[src/rtl/antares_ifetch_unit.sv]
`default_nettype none
// ============================================================================
//  Module      : antares_ifetch_unit
//  Description : Instruction-fetch port between the PC register, the IF/ID
//                register and the instruction bus. Holds the bus stable
//                while a request is outstanding, buffers data while decode
//                is stalled, and drains requests abandoned by a flush.
//  Revision    : 1.0 - initial release
// ============================================================================
module antares_ifetch_unit #(
    parameter logic [31:0] NOP_INSTRUCTION = 32'h0000_0000
) (
    input  logic        clk,
    input  logic        rst,
    input  logic [31:0] if_pc,
    input  logic        id_stall,
    input  logic        if_flush,
    output logic [31:0] if_instruction,
    output logic        if_inst_valid,
    output logic        if_exc_address_if,
    output logic        if_stall,
    output logic [31:0] imem_address,
    output logic        imem_request,
    input  logic        imem_ready,
    input  logic [31:0] imem_data
);

    localparam logic [1:0] c_ISSUE = 2'd0;
    localparam logic [1:0] c_WAIT  = 2'd1;
    localparam logic [1:0] c_HOLD  = 2'd2;
    localparam logic [1:0] c_DRAIN = 2'd3;

    logic [1:0]  r_state;
    logic [1:0]  w_next_state;
    logic [31:0] r_addr;
    logic [31:0] r_buf;
    logic        w_aligned;
    logic        w_load_addr;
    logic        w_load_buf;

    assign w_aligned = (if_pc[1:0] == 2'b00);

    always_ff @(posedge clk) begin
        if (!rst) begin
            r_state <= c_ISSUE;
        end else begin
            r_state <= w_next_state;
        end
    end

    always_ff @(posedge clk) begin
        if (!rst) begin
            r_addr <= 32'h0;
            r_buf  <= 32'h0;
        end else begin
            if (w_load_addr) r_addr <= if_pc;
            if (w_load_buf)  r_buf  <= imem_data;
        end
    end

    always_comb begin
        w_next_state = r_state;
        w_load_addr  = 1'b0;
        w_load_buf   = 1'b0;
        case (r_state)
            c_ISSUE: begin
                if (!if_flush && w_aligned) begin
                    if (imem_ready) begin
                        if (id_stall) begin
                            w_next_state = c_HOLD;
                            w_load_buf   = 1'b1;
                        end
                    end else begin
                        w_next_state = c_WAIT;
                        w_load_addr  = 1'b1;
                    end
                end
            end
            c_WAIT: begin
                if (imem_ready) begin
                    if (!if_flush && id_stall) begin
                        w_next_state = c_HOLD;
                        w_load_buf   = 1'b1;
                    end else begin
                        w_next_state = c_ISSUE;
                    end
                end else if (if_flush) begin
                    // The redirect target loads now; the old response is still owed.
                    w_next_state = c_DRAIN;
                end
            end
            c_DRAIN: begin
                if (imem_ready) w_next_state = c_ISSUE;
            end
            c_HOLD: begin
                if (if_flush || !id_stall) w_next_state = c_ISSUE;
            end
            default: w_next_state = c_ISSUE;
        endcase
    end

    always_comb begin
        imem_request      = 1'b0;
        imem_address      = if_pc;
        if_instruction    = imem_data;
        if_inst_valid     = 1'b0;
        if_exc_address_if = 1'b0;
        case (r_state)
            c_ISSUE: begin
                imem_request = !if_flush && w_aligned;
                if (!if_flush && !w_aligned) begin
                    if_exc_address_if = 1'b1;
                    if_inst_valid     = 1'b1;
                    if_instruction    = NOP_INSTRUCTION;
                end else if (imem_request && imem_ready) begin
                    if_inst_valid = 1'b1;
                end
            end
            c_WAIT: begin
                imem_request  = 1'b1;
                imem_address  = r_addr;
                if_inst_valid = imem_ready && !if_flush;
            end
            c_DRAIN: begin
                imem_request = 1'b1;
                imem_address = r_addr;
            end
            c_HOLD: begin
                if_instruction = r_buf;
                if_inst_valid  = !if_flush;
            end
            default: ;
        endcase

        if (!rst) begin
            imem_request      = 1'b0;
            if_inst_valid     = 1'b0;
            if_exc_address_if = 1'b0;
            if_stall          = 1'b1;
        end else begin
            if_stall = if_flush ? 1'b0 : (!if_inst_valid || id_stall);
        end
    end

endmodule
`default_nettype wire

[config.mk]
export PLATFORM = sky130hd
export DESIGN_NAME = antares_ifetch_unit
export DESIGN_NICKNAME = d
export VERILOG_FILES = /design/src/rtl/antares_ifetch_unit.sv
export SDC_FILE = /design/constraint.sdc
export NUM_CORES = 1
export LEC_CHECK = 0
export CORE_ASPECT_RATIO = 0.75
export CORE_MARGIN = 3
export CORE_UTILIZATION = 44
export CTS_CLUSTER_SIZE = 40
export DETAILED_ROUTE_END_ITERATION = 6
export PLACE_DENSITY = 0.81
export SKIP_LAST_GASP = 1
export SYNTH_ARGS = -nofsm -noshare
export SYNTH_HDL_FRONTEND = slang
export SYNTH_SLANG_ARGS = --single-unit
[constraint.sdc]
create_clock -name clk -period 1.9 [get_ports clk]
set_clock_uncertainty 0.1 [all_clocks]
set_input_delay 0.38 -clock clk [delete_from_list [all_inputs] [get_ports clk]]
set_output_delay 0.38 -clock clk [all_outputs]
set_load 0.005 [all_outputs]
Yosys cells after proc, flatten, opt, wreduce, memory -nomap -nowiden
Index checks and enable logic that the tools add are counted.
Widths: inputs -> output; s select.
{"block": "op_classes", "eq_ne": 8, "mux": 32, "n_reduce_logical": 15}
{"cell": "$mux 32", "n": 2}
{"cell": "$pmux 32 s2", "n": 1}
{"cell": "$mux 1", "n": 17}
{"cell": "$mux 2", "n": 8}
{"cell": "$pmux 2 s4", "n": 1}
{"cell": "$ne 2x2->1 const B", "n": 3}
{"cell": "$ne 3x3->1 const B", "n": 2}
{"cell": "$logic_and 1x1->1", "n": 5}
{"cell": "$reduce_and 5->1", "n": 1}
{"cell": "$eq 2x2->1 const B", "n": 2}
{"cell": "$logic_not 1->1", "n": 4}
{"cell": "$logic_not 2->1", "n": 2}
{"cell": "$pmux 1 s2", "n": 2}
{"cell": "$pmux 1 s3", "n": 1}
{"cell": "$eq 2x1->1 const B", "n": 1}
{"cell": "$logic_or 1x1->1", "n": 2}
{"cell": "$reduce_or 2->1", "n": 1}
{"block": "word_totals", "ff_bits": 66, "elab_cells": 58}

Depth between registers and ports, before layout
{"block": "depth", "ltp_word": 10, "mapped_depth": 5}

Worst setup path after synthesis
OpenSTA, ideal clock, no wires.
{"block": "synth_timing", "kind": "register to output", "start": "register r_state[1]", "end": "output if_instruction[10]", "required_ps": 1420, "path_slack_ps": 201, "n_path_buf": 2, "path_stages_with_launch": 5, "arrival_time_ps": 1219, "cell_sequence": "dfxtp_1 -> nor2b_1 -> clkbuf_1 -> clkbuf_1 -> a22o_1"}
{"block": "synth_between", "elab_chain_len": 2, "word_cells_on_any_way": 3}
{"element": "start: declaration", "line_no": "33", "text": "logic [1:0] r_state;"}
{"element": "start signal: assignment", "line_no": "45", "text": "r_state <= c_ISSUE;"}
{"element": "start signal: assignment", "line_no": "47", "text": "r_state <= w_next_state;"}
{"element": "$eq 2x2->1 / $logic_not 2->1 (equally long branches)", "line_no": "108", "text": "case (r_state)"}
{"element": "$pmux 32 s2 *", "line_no": "108"}
{"element": "end: declaration", "line_no": "18", "text": "output logic [31:0] if_instruction,"}
Every way passes the cells marked *; elsewhere a longest branch is shown, timed or not.

Worst setup path in the final report
{"block": "layout_timing", "start": "register r_state[0]", "end": "output if_inst_valid"}
{"block": "layout_between", "elab_chain_len": 3, "word_cells_on_any_way": 5}
{"element": "$eq 2x2->1, or another cell as far along", "line_no": "108"}
{"element": "$pmux 1 s3 *", "line_no": "108"}
{"element": "$mux 1 *", "line_no": "135", "text": "if (!rst) begin"}
{"element": "end: declaration", "line_no": "19", "text": "output logic if_inst_valid,"}
Marked as above.

==> impl_metrics.toml <==
[clock_tree]
clockRootBuffer = "clkbuf_8"
cts_tree = "done"
insertion_delay_ps = 330
h-tree-depth = 3
postCtsHoldBufs = 0
cts_buffer_depth = 2
clk_pin_slew_ps = 60
cts_buffers = 9
clkSinkCount = 66

[logic_synthesis]
syn_area_per_cell_um2 = 9.37
synthTopCellsByCount = "nand2_1, dfxtp_1, mux2i_1"
seq_area_frac_synth_pct = 37.7
synth_edf_count = 0
ys_types = 31
netlist_instances = 374
synthTopCellsByArea = "dfxtp_1, mux2i_1, nand2_1"
syn_nets = 443
muxShareOfSynthArea_pct = 28.0
synth_top_area_share_pct = 37.7
yosys_register_bits = 66
synth_top_family_by_area = "multiplexers"
synth_most_common_cell = "nand2_1"
synthesis.area_mm2 = 0.00351
synthArstFlopShare_pct = 0
synth_xor_area_share_pct = 0
synth_compound_area_share_pct = 9.89
synth-simple-area-share_pct = 17.2
synthAdderAreaFrac_pct = 0
yosysWarnings = 0
ys.flop_type = "dfxtp_1"
synth_top_area_cell = "dfxtp_1"

[grt]
overflow = 0
grt_pass1_wl_mm = 16.8
grt_pass1_vias = 3393
grt_usage_pct = 23.1
grt_max_degree = 63
grt_antenna_before_repair = 0

[drt]
viasPerCell = 5.22
drc = 0
drtAntennaViolNets = 0
drtIter0Drc = 171
wl_per_cell_um = 16.4
wirelength_mm = 10.9
via_count = 3461
dr.pass1.iters = 4

[place]
hpwlAfterDp_mm = 6.70
gp_congestion = 0.788
place_ws_ps = -785
placed_area_mm2 = 0.00499
port_buffers = 136

[sta]
final_max_slew_viol_count = 0
finalWorstSetupSlack_ps = -219
timing.final.crit_share_pct = 112
worst_hold_slack_ps = 358
hold_viol = 0
rsz0062_at_grt = "yes"
setup_viol = 56
fin_crit_ps = 2120
tightest_slew_ps = 563
max_freq_mhz = 472
slew-limit-headroom_pct = 62.5

[finish]
insertedDiodeCount = 0
final_nets = 627
final_layout_size_suffix_gt1_share_pct = 35.9
final_area_mm2 = 0.00563
syn_to_final_growth_pct = 60.7
fin_util_pct = 74.8

[floorplan]
ioPinCount = 137
core.rowCount = 27
start_util_pct = 46.5
core_area_mm2 = 0.00753
die_h_um = 83.3
dieArea_mm2 = 0.00909
die_width_um = 109

[power_and_ir_drop]
leakage_uw = 0.00242
seqPwrFrac_pct = 44.1
p_int_uw = 2390
swShare_pct = 25.8
pwr-share-comb_pct = 23.3
p_sw_uw = 831
max-vdd-ir-drop_mv = 0.385
power_frac_clock_pct = 32.6
power_uw = 3220
power_density_mw_per_mm2 = 572

[setup_path]
reg2reg_slack_ps = 110
cp_top_family = "buffers and inverters"
start_kind = "flip-flop"
cp_slowest_cell = "dfxtp_4"
required_ps = 1420
cp_max_fo = 7
r2r_start = "r_state[1]$_SDFFE_PN0P_"
path_cells = "buf_6 > nor2b_4 > buf_6 > buf_6 > nor3_2 > nor3b_1 > buf_2"
cp.buffers_inverters = 4
path_common_cell = "buf_6"
r2r_end = "r_addr[9]$_SDFFE_PN0P_"
crit_path_end_kind = "output pin"
critPathMaxStageDelay_ps = 380
cp.arrival_ps = 1640
r2r_cells = 5
crit_type = "reg2out"

[min_path]
hold_path_depth = 2
hp-start = "r_buf[3]$_SDFFE_PN0P_"
whs_endpoint = "r_buf[3]$_SDFFE_PN0P_"
hold_path_class = "reg2reg"

[flow_run]
maxCapViolCount = 0

[run_status]
outcome = "complete, but fails checks"
violations = "setup timing"
per-layer routing:
metal | vias to the layer above | global-route usage (%) | share of wire, %
met4 | 0 | 6.42 | 1.7
met2 | 138 | 36.2 | 47
met5 | - | 0 | 0
met1 | 1643 | 30.6 | 44
li1 | 1662 | - | -
met3 | 18 | 6.84 | 7.7
worst max-delay path by stage:
stage / from / end / slack [ps] / cells past startpoint
3_5_place_dp: if_pc[0] / if_instruction[13] / -790 / 6
3_3_place_gp: if_pc[0] / if_instruction[26] / -700 / 6
5_1_grt: r_state[0]$_SDFFE_PN0P_ / if_inst_valid / -250 / 7
4_1_cts: r_state[0]$_SDFFE_PN0P_ / if_instruction[26] / -200 / 6
6_report: r_state[0]$_SDFFE_PN0P_ / if_inst_valid / -220 / 7
2_1_floorplan: r_state[1]$_SDFFE_PN0P_ / if_instruction[10] / 200 / 4
layout make-up:
type	count	area (µm²)
Clock buffer	12	155
Clock inverter	3	15.0
Fill cell	532	1900
Multi-Input combinational cell	276	2110
Sequential cell	66	1330
Tap cell	101	126
Timing Repair Buffer	205	1890
metrics by stage:
| stage | instances | setup TNS (ps) |
|---|---|---|
| 2_1_floorplan | 374 | 0 |
| 3_3_place_gp | 607 | -46240 |
| 3_5_place_dp | 607 | -49930 |
| 4_1_cts | 656 | -7450 |
| 5_1_grt | 663 | -8240 |
| 6_report | 663 | -5230 |
power by group through the flow:
stage	combinational [µW]	sequential [µW]	clock, µW
floorplan	273	1450	0
global placement	657	1450	0
detailed placement	670	1450	0
CTS	717	1420	1060
global route	803	1420	1130
finish	750	1420	1050
state kept, by name, summed over array words and instances (netlist names):
register / cells
r_state: 2
r_buf: 32
r_addr: 32
tightest hold or removal path, delay by kind of cell, from the launching register on:
| family | cells | cell delay, ps |
|---|---|---|
| flip-flops | 1 | 310 |
| multiplexers | 1 | 50 |
| AND/OR/NAND/NOR | 1 | 50 |
cell usage in the layout (no fill, tap or decap), drive strengths merged:
cell type      instances
clkinv                 3
o311ai                 1
and3                   1
nand4bb                1
dfxtp                 66
o32ai                  1
mux2                  32
clkdlybuf4s15          1
o21a                   1
o21bai                 1
clkbuf                19
a22o                  32
nor3                   2
a21oi                  1
o21ba                  2
o2bb2ai                1
nand3b                 1
nand2b                 2
mux2i                 62
clkdlybuf4s50         64
nor2                   3
nor3b                  2
and3b                  2
nor4                   1
nand2                124
buf                  133
nor2b                  3
cell families (layout without fill, tap and decap cells):
family,Yosys count,count (layout)
buf+inv,32,220
flops,66,66
simple gates,142,142
compound gates,40,40
mux,94,94
what timing repair did:
action                                 CTS  global route
pin swaps                               19            29
gates resized for setup                347            54
setup endpoints to repair               99            70
cloned                                   8             1
setup buffers                           26            14
endpoints found under the hold margin    0             0
Power figures use the tool's default switching activity.
